[src/rtl/matmul_pkg.sv]
// Shared types and helpers for the sequential matrix multiplier.
// Holds the controller state encoding, default widths and packed-element offset math.
package matmul_pkg;

    localparam int ELEM_W_DEF = 8;
    localparam int RES_W_DEF  = 16;

    typedef enum logic [1:0] {
        ST_IDLE  = 2'd0,
        ST_MAC   = 2'd1,
        ST_WRITE = 2'd2,
        ST_DONE  = 2'd3
    } state_e;

    // Element 0 sits in the MSBs, so offsets count down from the top of the vector.
    function automatic int elemOffset(input int n, input int count, input int width);
        return (count - 1 - n) * width;
    endfunction

endpackage

[src/rtl/mac_unit.sv]
// Single multiply-accumulate register shared by every dot product.
// Clear has priority over enable so a new dot product can start on the same edge.
module mac_unit
    import matmul_pkg::*;
#(
    parameter int ELEM_W = ELEM_W_DEF,
    parameter int RES_W  = RES_W_DEF
) (
    input  logic              clk,
    input  logic              rst,
    input  logic              clr,
    input  logic              en,
    input  logic [ELEM_W-1:0] a,
    input  logic [ELEM_W-1:0] b,
    output logic [RES_W-1:0]  acc
);

    logic [2*ELEM_W-1:0] prod;
    logic [RES_W-1:0]    acc_q;

    assign prod = {{ELEM_W{1'b0}}, a} * {{ELEM_W{1'b0}}, b};

    // Product is resized to the accumulator width; the sum wraps silently.
    always_ff @(posedge clk or posedge rst) begin
        if (rst) begin
            acc_q <= '0;
        end else if (clr) begin
            acc_q <= '0;
        end else if (en) begin
            acc_q <= acc_q + RES_W'(prod);
        end
    end

    assign acc = acc_q;

endmodule

[src/rtl/matmul_seq.sv]
// Controller that computes C = A x B one product per cycle through a shared MAC.
// Walks i/j/k over latched operands and publishes the whole result matrix at once.
module matmul_seq
    import matmul_pkg::*;
#(
    parameter int A_ROW  = 3,
    parameter int A_COL  = 2,
    parameter int B_COL  = 3,
    parameter int ELEM_W = ELEM_W_DEF,
    parameter int RES_W  = RES_W_DEF
) (
    input  logic                         clk,
    input  logic                         rst,
    input  logic                         start,
    input  logic [A_ROW*A_COL*ELEM_W-1:0] a_in,
    input  logic [A_COL*B_COL*ELEM_W-1:0] b_in,
    output logic                         busy,
    output logic                         done,
    output logic [A_ROW*B_COL*RES_W-1:0]  res_out
);

    localparam int A_BITS = A_ROW * A_COL * ELEM_W;
    localparam int B_BITS = A_COL * B_COL * ELEM_W;
    localparam int C_BITS = A_ROW * B_COL * RES_W;
    localparam int IW = (A_ROW > 1) ? $clog2(A_ROW) : 1;
    localparam int JW = (B_COL > 1) ? $clog2(B_COL) : 1;
    localparam int KW = (A_COL > 1) ? $clog2(A_COL) : 1;

    state_e            state_q, state_d;
    logic [IW-1:0]     rowIdx_q, rowIdx_d;
    logic [JW-1:0]     colIdx_q, colIdx_d;
    logic [KW-1:0]     kIdx_q, kIdx_d;
    logic [A_BITS-1:0] aLatched_q, aLatched_d;
    logic [B_BITS-1:0] bLatched_q, bLatched_d;
    logic [C_BITS-1:0] result_q, result_d;
    logic [C_BITS-1:0] resOut_q, resOut_d;
    logic [C_BITS-1:0] cWritten;
    logic [ELEM_W-1:0] aElem, bElem;
    logic [RES_W-1:0]  macAcc;
    logic              macClr, macEn;
    int                aOff, bOff, cOff;

    mac_unit #(
        .ELEM_W (ELEM_W),
        .RES_W  (RES_W)
    ) u_mac (
        .clk (clk),
        .rst (rst),
        .clr (macClr),
        .en  (macEn),
        .a   (aElem),
        .b   (bElem),
        .acc (macAcc)
    );

    always_ff @(posedge clk or posedge rst) begin
        if (rst) begin
            state_q    <= ST_IDLE;
            rowIdx_q   <= '0;
            colIdx_q   <= '0;
            kIdx_q     <= '0;
            aLatched_q <= '0;
            bLatched_q <= '0;
            result_q   <= '0;
            resOut_q   <= '0;
        end else begin
            state_q    <= state_d;
            rowIdx_q   <= rowIdx_d;
            colIdx_q   <= colIdx_d;
            kIdx_q     <= kIdx_d;
            aLatched_q <= aLatched_d;
            bLatched_q <= bLatched_d;
            result_q   <= result_d;
            resOut_q   <= resOut_d;
        end
    end

    // Operand selection and the result matrix with the current accumulator merged in.
    always_comb begin
        aOff     = elemOffset(int'(rowIdx_q) * A_COL + int'(kIdx_q), A_ROW * A_COL, ELEM_W);
        bOff     = elemOffset(int'(kIdx_q) * B_COL + int'(colIdx_q), A_COL * B_COL, ELEM_W);
        cOff     = elemOffset(int'(rowIdx_q) * B_COL + int'(colIdx_q), A_ROW * B_COL, RES_W);
        aElem    = ELEM_W'(aLatched_q >> aOff);
        bElem    = ELEM_W'(bLatched_q >> bOff);
        cWritten = (result_q & ~(C_BITS'({RES_W{1'b1}}) << cOff)) | (C_BITS'(macAcc) << cOff);
    end

    always_comb begin
        state_d    = state_q;
        rowIdx_d   = rowIdx_q;
        colIdx_d   = colIdx_q;
        kIdx_d     = kIdx_q;
        aLatched_d = aLatched_q;
        bLatched_d = bLatched_q;
        result_d   = result_q;
        resOut_d   = resOut_q;
        macClr     = 1'b0;
        macEn      = 1'b0;
        case (state_q)
            ST_IDLE: begin
                if (start) begin
                    aLatched_d = a_in;
                    bLatched_d = b_in;
                    rowIdx_d   = '0;
                    colIdx_d   = '0;
                    kIdx_d     = '0;
                    macClr     = 1'b1;
                    state_d    = ST_MAC;
                end
            end
            ST_MAC: begin
                macEn = 1'b1;
                if (kIdx_q == KW'(A_COL - 1)) begin
                    state_d = ST_WRITE;
                end else begin
                    kIdx_d = kIdx_q + 1'b1;
                end
            end
            ST_WRITE: begin
                macClr   = 1'b1;
                result_d = cWritten;
                kIdx_d   = '0;
                state_d  = ST_MAC;
                if (colIdx_q == JW'(B_COL - 1)) begin
                    colIdx_d = '0;
                    if (rowIdx_q == IW'(A_ROW - 1)) begin
                        rowIdx_d = '0;
                        resOut_d = cWritten;
                        state_d  = ST_DONE;
                    end else begin
                        rowIdx_d = rowIdx_q + 1'b1;
                    end
                end else begin
                    colIdx_d = colIdx_q + 1'b1;
                end
            end
            ST_DONE: begin
                state_d = ST_IDLE;
            end
            default: begin
                state_d = ST_IDLE;
            end
        endcase
    end

    assign busy    = (state_q == ST_MAC) || (state_q == ST_WRITE);
    assign done    = (state_q == ST_DONE);
    assign res_out = resOut_q;

endmodule

[config.mk]
export PLATFORM = sky130hd
export DESIGN_NAME = matmul_seq
export DESIGN_NICKNAME = d
export VERILOG_FILES = /design/src/rtl/matmul_pkg.sv /design/src/rtl/mac_unit.sv /design/src/rtl/matmul_seq.sv
export SDC_FILE = /design/constraint.sdc
export NUM_CORES = 1
export LEC_CHECK = 0
export ABC_AREA = 1
export BUFFER_PORTS_ARGS = -buffer_cell sky130_fd_sc_hd__buf_2
export CAP_MARGIN = 20
export CORE_UTILIZATION = 53
export CTS_CLUSTER_DIAMETER = 50
export DETAILED_ROUTE_END_ITERATION = 16
export GPL_ROUTABILITY_DRIVEN = 0
export PLACE_DENSITY_LB_ADDON = 0.2
export SYNTH_ARGS = -nofsm -noshare
export SYNTH_HDL_FRONTEND = slang
export SYNTH_SLANG_ARGS = --single-unit
[constraint.sdc]
create_clock -name clk -period 13.5 [get_ports clk]
set_input_delay 1.35 -clock clk [delete_from_list [all_inputs] [get_ports clk]]
set_output_delay 1.35 -clock clk [all_outputs]
set_load 0.03 [all_outputs]
==> results of run 1 <==
-- metrics by stage --
step | setup WS (ns) | utilization | instance area [µm²] | hold slack, ns | instances
finish | 7.25 | 0.618 | 24000 | 0.471 | 3415
global route | 6.66 | 0.618 | 24000 | 0.488 | 3415
CTS | 7.30 | 0.618 | 24000 | 0.473 | 3414
detailed placement | 7.33 | 0.579 | 22500 | 0.459 | 3335
global placement | 7.51 | 0.579 | 22500 | 0.457 | 3335
floorplan | 0.827 | - | 21000 | 0.441 | 2690
-- cells in the mapped netlist (all sizes together) --
cell type,count
o211ai,16
xnor2,2
ha,53
o21bai,1
nor3,2
nand2,1063
a31oi,1
a21oi,8
o22ai,4
inv,302
clkbuf,71
o31ai,1
buf,59
clkinv,5
nor2,105
fa,52
xor2,3
or2,19
dfrtp,407
nand3,245
nand4,10
o21ai,261
-- worst max-delay path, cell delays in order (launching register included) --
cell and delay [ns]:
dfrtp_1 0.66, ha_1 1.02, inv_1 0.39, o21ai_0 0.30, o21ai_0 0.15, nand3_1 0.28, nor2_1 0.11, fa_1 0.49
inv_1 0.06, fa_1 0.53, inv_1 0.05, fa_1 0.47, inv_1 0.05, fa_1 0.47, inv_1 0.04, ha_1 0.34
nand2_1 0.09, inv_1 0.09, nand2_1 0.07, inv_1 0.05, nand2_1 0.06, nand3_1 0.08, nand2_1 0.05, nand3_1 0.08
o21ai_0 0.09
-- routing by layer --
| layer | GRT usage | vias to the layer above | part of all wire |
|---|---|---|---|
| li1 | - | 8725 | - |
| met1 | 0.421 | 8588 | 0.46 |
| met2 | 0.421 | 728 | 0.44 |
| met3 | 0.0461 | 131 | 0.076 |
| met4 | 0.0979 | 0 | 0.030 |
| met5 | 0 | - | 0 |
-- registers in the layout, indices dropped and copies added (netlist names) --
name and flops:
bLatched_q 48, aLatched_q 48, result_q 144, res_out 144, kIdx_q 1, colIdx_q 2, rowIdx_q 2, u_mac.acc 16
state_q 2
-- final timing paths --
path	end	cells past startpoint
max	u_mac.acc[11]$_DFFE_PP0P_	24
min	res_out[59]$_DFFE_PP0P_	2
max reg2reg	u_mac.acc[11]$_DFFE_PP0P_	24
min reg2reg	res_out[59]$_DFFE_PP0P_	2
max in group asynchronous	result_q[141]$_DFFE_PP0P_	4
min in group asynchronous	res_out[121]$_DFFE_PP0P_	2
-- cells by family after synthesis --
kind of cell / synth area share
flops: 0.485
fa+ha+maj: 0.0811
xor+xnor: 0.00209
buf+inv: 0.0808
compound gates: 0.0720
simple gates: 0.279
-- layout make-up --
cell class,instances,area [µm²]
Timing Repair Buffer,258,1340
Clock buffer,64,1330
Clock inverter,15,184
Multi-Input combinational cell,1846,9140
Inverter,307,1160
Sequential cell,407,10200
Tap cell,518,648
Fill cell,3485,14800
==> flow_summary_export.csv, run 1 <==
group,metric,value,unit
outcome,status,"finished clean",
place,io_buffers,244,
logic_synthesis,synth_top_area_share,0.485,
clocking,clock_path_buffers,3,
die,die_y,201,µm
grt,grtUsageTotal,0.283,
timing,setup_tns,0,ns
clocking,cts_sinks,407,
clocking,htreeDepth,2,
logic_synthesis,ys_warn_count,0,
route,drc_errors,0,
layout,n_antenna_cell,0,
timing,relSlewSlack,0.320,
die,dieArea,0.0404,mm²
layout,layout-area-overhead-vs-synth,14.2,%
timing,min_period,6.25,ns
job,drv_cap,0,
grt,grt_pass1_vias,17300,
logic_synthesis,seq_area_frac_synth,0.485,
logic_synthesis,ys_ff_latch,407,
logic_synthesis,syn_area,0.0210,mm²
route,vias_per_cell,5.32,
grt,grt_pass1_wl,91700,µm
worst_hold_path,min_from,"res_out[59]$_DFFE_PP0P_",
route,drt_pass1_iterations,6,
timing,hold_viol,0,
worst_hold_path,hold_path.class,"reg -> reg",
logic_synthesis,ys_types,32,
timing,clock_skew,0.0221,ns
worst_setup_path,crit_type,"reg -> reg",
worst_setup_path,worst-path-max-fanout,36,
route,drt_iter0_markers,1615,
route,vias,18200,
clocking,ctsHoldBuffers,0,
logic_synthesis,syn_area_per_cell,7.81,µm²
logic_synthesis,netlist_instances,2690,
place,dp_hpwl,38000,µm
worst_setup_path,end_kind,"flip-flop",
route,routed_wl,55800,µm
worst_setup_path,cp.required,13.92,ns
die,core,0.0388,mm²
timing,drv_slew,0,
grt,antenna_found_initial,0,
clocking,numCtsBuffers,44,
worst_setup_path,critPathLaunch,"kIdx_q$_DFFE_PP0P_",
worst_setup_path,cp_data_arrival_time,6.67,ns
clocking,cts_setup_buffers,0,
worst_setup_path,r2r_slack,7.25,ns
route,ant_nets,0,
die,die_w,201,µm
timing,tightest_slew,1.02,ns
timing,setup_violations,0,
worst_setup_path,start_kind,"flip-flop",
timing,period_share,0.463,
route,wl_per_cell,16.3,µm
logic_synthesis,syn_nets,2894,
logic_synthesis,synthTopCellsByArea,"dfrtp_1 (48%), nand2_1 (19%), nand3_1 (5.8%)",
logic_synthesis,synth_top_area_cell,"dfrtp_1",
layout,final_common_cell,"nand2_1",
timing,fmax,0.160,GHz
layout,drive_gt1_frac,0.128,
clocking,cts_tree,"yes",
clocking,cts_resized,0,
layout,final_cell_mix,"nand2_1 (1,060), dfrtp_1 (407), inv_1 (294), nand3_1 (244), buf_2 (244)",
grt,grt_max_degree,154,
worst_setup_path,r2r_start,"kIdx_q$_DFFE_PP0P_",
clocking,clock_latency,0.58,ns
grt,overflow,0,
clocking,ctsRootBufferMaster,"clkbuf_16",
clocking,clk_pin_slew,0.06,ns
die,row_count,72,
die,ios,245,
layout,fin_nets,3068,
timing,rsz0062_at_grt,"false",
die,start_util,0.541,
Power of run 1 is left out: the tool's default activity adds up to more than one toggle a clock period on the data nets, which glitch-free logic cannot reach.
==> run 2, diff against run 1 <==
--- a/config.mk
+++ b/config.mk
@@ -5,10 +5,10 @@
 export SDC_FILE = /design/constraint.sdc
 export NUM_CORES = 1
 export LEC_CHECK = 0
-export ABC_AREA = 1
+export ABC_AREA = 0
 export BUFFER_PORTS_ARGS = -buffer_cell sky130_fd_sc_hd__buf_2
 export CAP_MARGIN = 20
-export CORE_UTILIZATION = 53
+export CORE_UTILIZATION = 59
 export CTS_CLUSTER_DIAMETER = 50
 export DETAILED_ROUTE_END_ITERATION = 16
 export GPL_ROUTABILITY_DRIVEN = 0
==> constraint.sdc (replaced) <==
create_clock -name clk -period 6.25 [get_ports clk]
set_input_delay 0.625 -clock clk [delete_from_list [all_inputs] [get_ports clk]]
set_output_delay 0.625 -clock clk [all_outputs]
set_load 0.03 [all_outputs]
==> run 2 against run 1 <==
Compared with the run above:
- largest cell class unchanged
- critical endpoint is now u_mac.acc[15]$_DFFE_PP0P_
- global-route usage fell by 0.65 points
- via count decreased by 25%
- routed wire length down 16%
- non-clock buffer count up 8
- core utilization increased by 7.1 points
- worst setup slack got worse by 7.0 ns
- first-iteration DRC count is 52% lower
- sequential share of layout area is 1.6 points higher
- cell area is 3.5% lower
- die area fell by 13%
- synthesized area shrank 3.8%
==> flow_summary_export.csv, run 2 <==
group,metric,value,unit
outcome,status,"finished clean",
route,ant_nets,0,
logic_synthesis,syn_area_per_cell,11.5,µm²
worst_setup_path,start_kind,"flip-flop",
layout,layout-area-overhead-vs-synth,14.5,%
grt,overflow,0,
logic_synthesis,synth_top_area_cell,"dfrtp_1",
logic_synthesis,synth_xor_area_frac,0.00303,
timing,hold_viol,0,
grt,grt_max_degree,290,
logic_synthesis,synth-simple-area-share,0.0800,
die,start_util,0.601,
timing,drv_slew,0,
route,drt_pass1_iterations,5,
route,drt_iter0_markers,773,
layout,n_antenna_cell,0,
logic_synthesis,synthTopCellsByArea,"dfrtp_1 (50%), mux2_2 (11%), mux2i_1 (7.1%)",
worst_setup_path,cp.required,6.68,ns
timing,rsz0062_at_grt,"true",
logic_synthesis,synth_edf_count,0,
route,wl_per_cell,19.2,µm
die,die_w,187,µm
grt,grtUsageTotal,0.276,
logic_synthesis,netlist_instances,1755,
die,core,0.0336,mm²
timing,setup_violations,0,
place,dp_hpwl,31200,µm
clocking,htreeDepth,2,
place,io_buffers,244,
clocking,ctsHoldBuffers,0,
clocking,ctsRootBufferMaster,"clkbuf_16",
grt,grt_pass1_wl,76000,µm
logic_synthesis,synth_top_family_by_area,"multiplexers",
logic_synthesis,ys_async_sr_fraction,1.00,
grt,grt_pass1_vias,14100,
worst_setup_path,r2r_start,"colIdx_q[1]$_DFFE_PP0P_",
logic_synthesis,synth_compound_area_frac,0.0762,
worst_setup_path,crit_family,"adder cells",
logic_synthesis,syn_area,0.0202,mm²
worst_setup_path,critPathMaxStageDelay,0.51,ns
logic_synthesis,yosysMostFrequentCell,"dfrtp_1",
worst_setup_path,end_kind,"flip-flop",
route,wl_met1,20500,µm
timing,min_period,5.97,ns
worst_setup_path,worst-path-max-fanout,8,
layout,drive_gt1_frac,0.301,
worst_setup_path,crit_type,"reg -> reg",
worst_setup_path,cp_slowest_cell,"fa_1",
place,dpl_cell_area,0.0216,mm²
worst_setup_path,critPathLaunch,"colIdx_q[1]$_DFFE_PP0P_",
logic_synthesis,synth_common_cells,"dfrtp_1 (407), nand2_1 (224), mux2_2 (204), o21ai_0 (202), mux2i_1 (144)",
logic_synthesis,ys_types,63,
layout,final_cell_mix,"dfrtp_1 (406), buf_2 (244), nand2_1 (224), mux2_2 (204), o21ai_0 (202)",
timing,period_share,0.955,
timing,tightest_slew,1.09,ns
route,vias_per_cell,5.59,
logic_synthesis,seq_area_frac_synth,0.504,
job,drv_cap,0,
die,dieArea,0.0350,mm²
timing,clock_skew,0.0259,ns
die,row_count,67,
die,ios,245,
clocking,clock_path_buffers,3,
worst_setup_path,crit_top_cell,"inv_1",
route,wl_met3,2490,µm
layout,final_common_cell,"dfrtp_1",
grt,antenna_found_initial,0,
worst_setup_path,cp_cell_sequence,"ha_1, inv_1, ha_1, inv_1, ha_1, buf_4, mux4_2, a22oi_1, or2_2, or2_2, fa_1, inv_1, ha_1, fa_1, inv_1, fa_1, inv_1, ha_2, nand3_1, o22ai_1, o21a_1, or4_1, a32o_1",
logic_synthesis,syn_nets,1959,
layout,fin_nets,2151,
worst_hold_path,hold_path.class,"in -> async",
die,die_y,187,µm
route,drc_errors,0,
logic_synthesis,synth_top_area_share,0.504,
clocking,cts_tree,"yes",
clocking,cts_sinks,407,
timing,relSlewSlack,0.272,
layout,n_fill_cell,2549,
layout,stdcell_area,0.0231,mm²
route,top_layer,"met4",
route,vias,13600,
logic_synthesis,synthFlopType,"dfrtp_1",
clocking,numCtsBuffers,45,
logic_synthesis,ys_warn_count,0,
worst_setup_path,worst-path-buf-inv,6,
logic_synthesis,muxShareOfSynthArea,0.203,
worst_setup_path,cp_data_arrival_time,6.40,ns
logic_synthesis,synth_fa_ha_area_frac,0.0844,
route,routed-wl-met2,22500,µm
clocking,clk_pin_slew,0.06,ns
logic_synthesis,ys_ff_latch,407,
timing,fmax,0.167,GHz
clocking,clock_latency,0.56,ns
route,routed_wl,46700,µm
## run 2: cell count changes after synthesis, sizes merged, moves of 15 or more
cell	previous run	this run
a22oi	0	16
buf	59	44
inv	302	113
mux2	0	204
mux2i	0	144
mux4	0	16
nand2	1063	230
nand2b	0	17
nand3	245	7
nor2	105	50
o211ai	16	0
o21ai	261	212
## run 2: routing by layer
layer / vias to the layer above / track usage
met5: - / 0
met3: 81 / 0.0501
li1: 6350 / -
met4: 0 / 0.0829
met1: 6772 / 0.377
met2: 384 / 0.455
## run 2: cell type report
class                      count  area, µm²  area share
sequential                   407      10200       0.440
multi-input combinational   1113       9060       0.392
timing repair buffer         266       1410      0.0610
clock buffer                  69       1340      0.0578
tap                          448        561      0.0242
inverter                     114        432      0.0187
clock inverter                15        151     0.00654
## run 2: logic make-up after synthesis
group,count (synthesis)
DFF,407
muxes,364
and+or+nand+nor,364
AOI/OAI and AO/OA,273
buffers and inverters,235
adders and majority gates,105
xor gates and xnor gates,7
## run 2: final timing paths
kind / endpoint / slack, ns / depth (start not counted)
setup / recovery: u_mac.acc[15]$_DFFE_PP0P_ / 0.28 / 23
hold / removal: res_out[88]$_DFFE_PP0P_ / 0.25 / 2
setup reg to reg: u_mac.acc[15]$_DFFE_PP0P_ / 0.28 / 23
hold reg to reg: res_out[47]$_DFFE_PP0P_ / 0.47 / 2
max in group asynchronous: res_out[1]$_DFFE_PP0P_ / 4.49 / 3
min in group clk: bLatched_q[16]$_DFFE_PP0P_ / 0.30 / 2
## run 2: timing repair
item                                   CTS  global route
setup endpoints to repair                0             6
buffers inserted                         0             0
endpoints found under the hold margin    0             0
resized for setup                        0            13
## run 2: per-stage QoR
| stage | worst slack (ns) | setup TNS (ns) | instances | util | hold WS, ns |
|---|---|---|---|---|---|
| after floorplan | 0.141 | 0 | 1755 | - | 0.450 |
| after global placement | 0.246 | 0 | 2348 | 0.643 | 0.455 |
| after CTS | 0.0957 | 0 | 2432 | 0.687 | 0.275 |
| after detailed placement | 0.121 | 0 | 2348 | 0.643 | 0.464 |
| after global routing | -0.0170 | -0.0170 | 2432 | 0.688 | 0.286 |
| final | 0.279 | 0 | 2432 | 0.688 | 0.252 |
Power of run 2 is left out for the same reason.
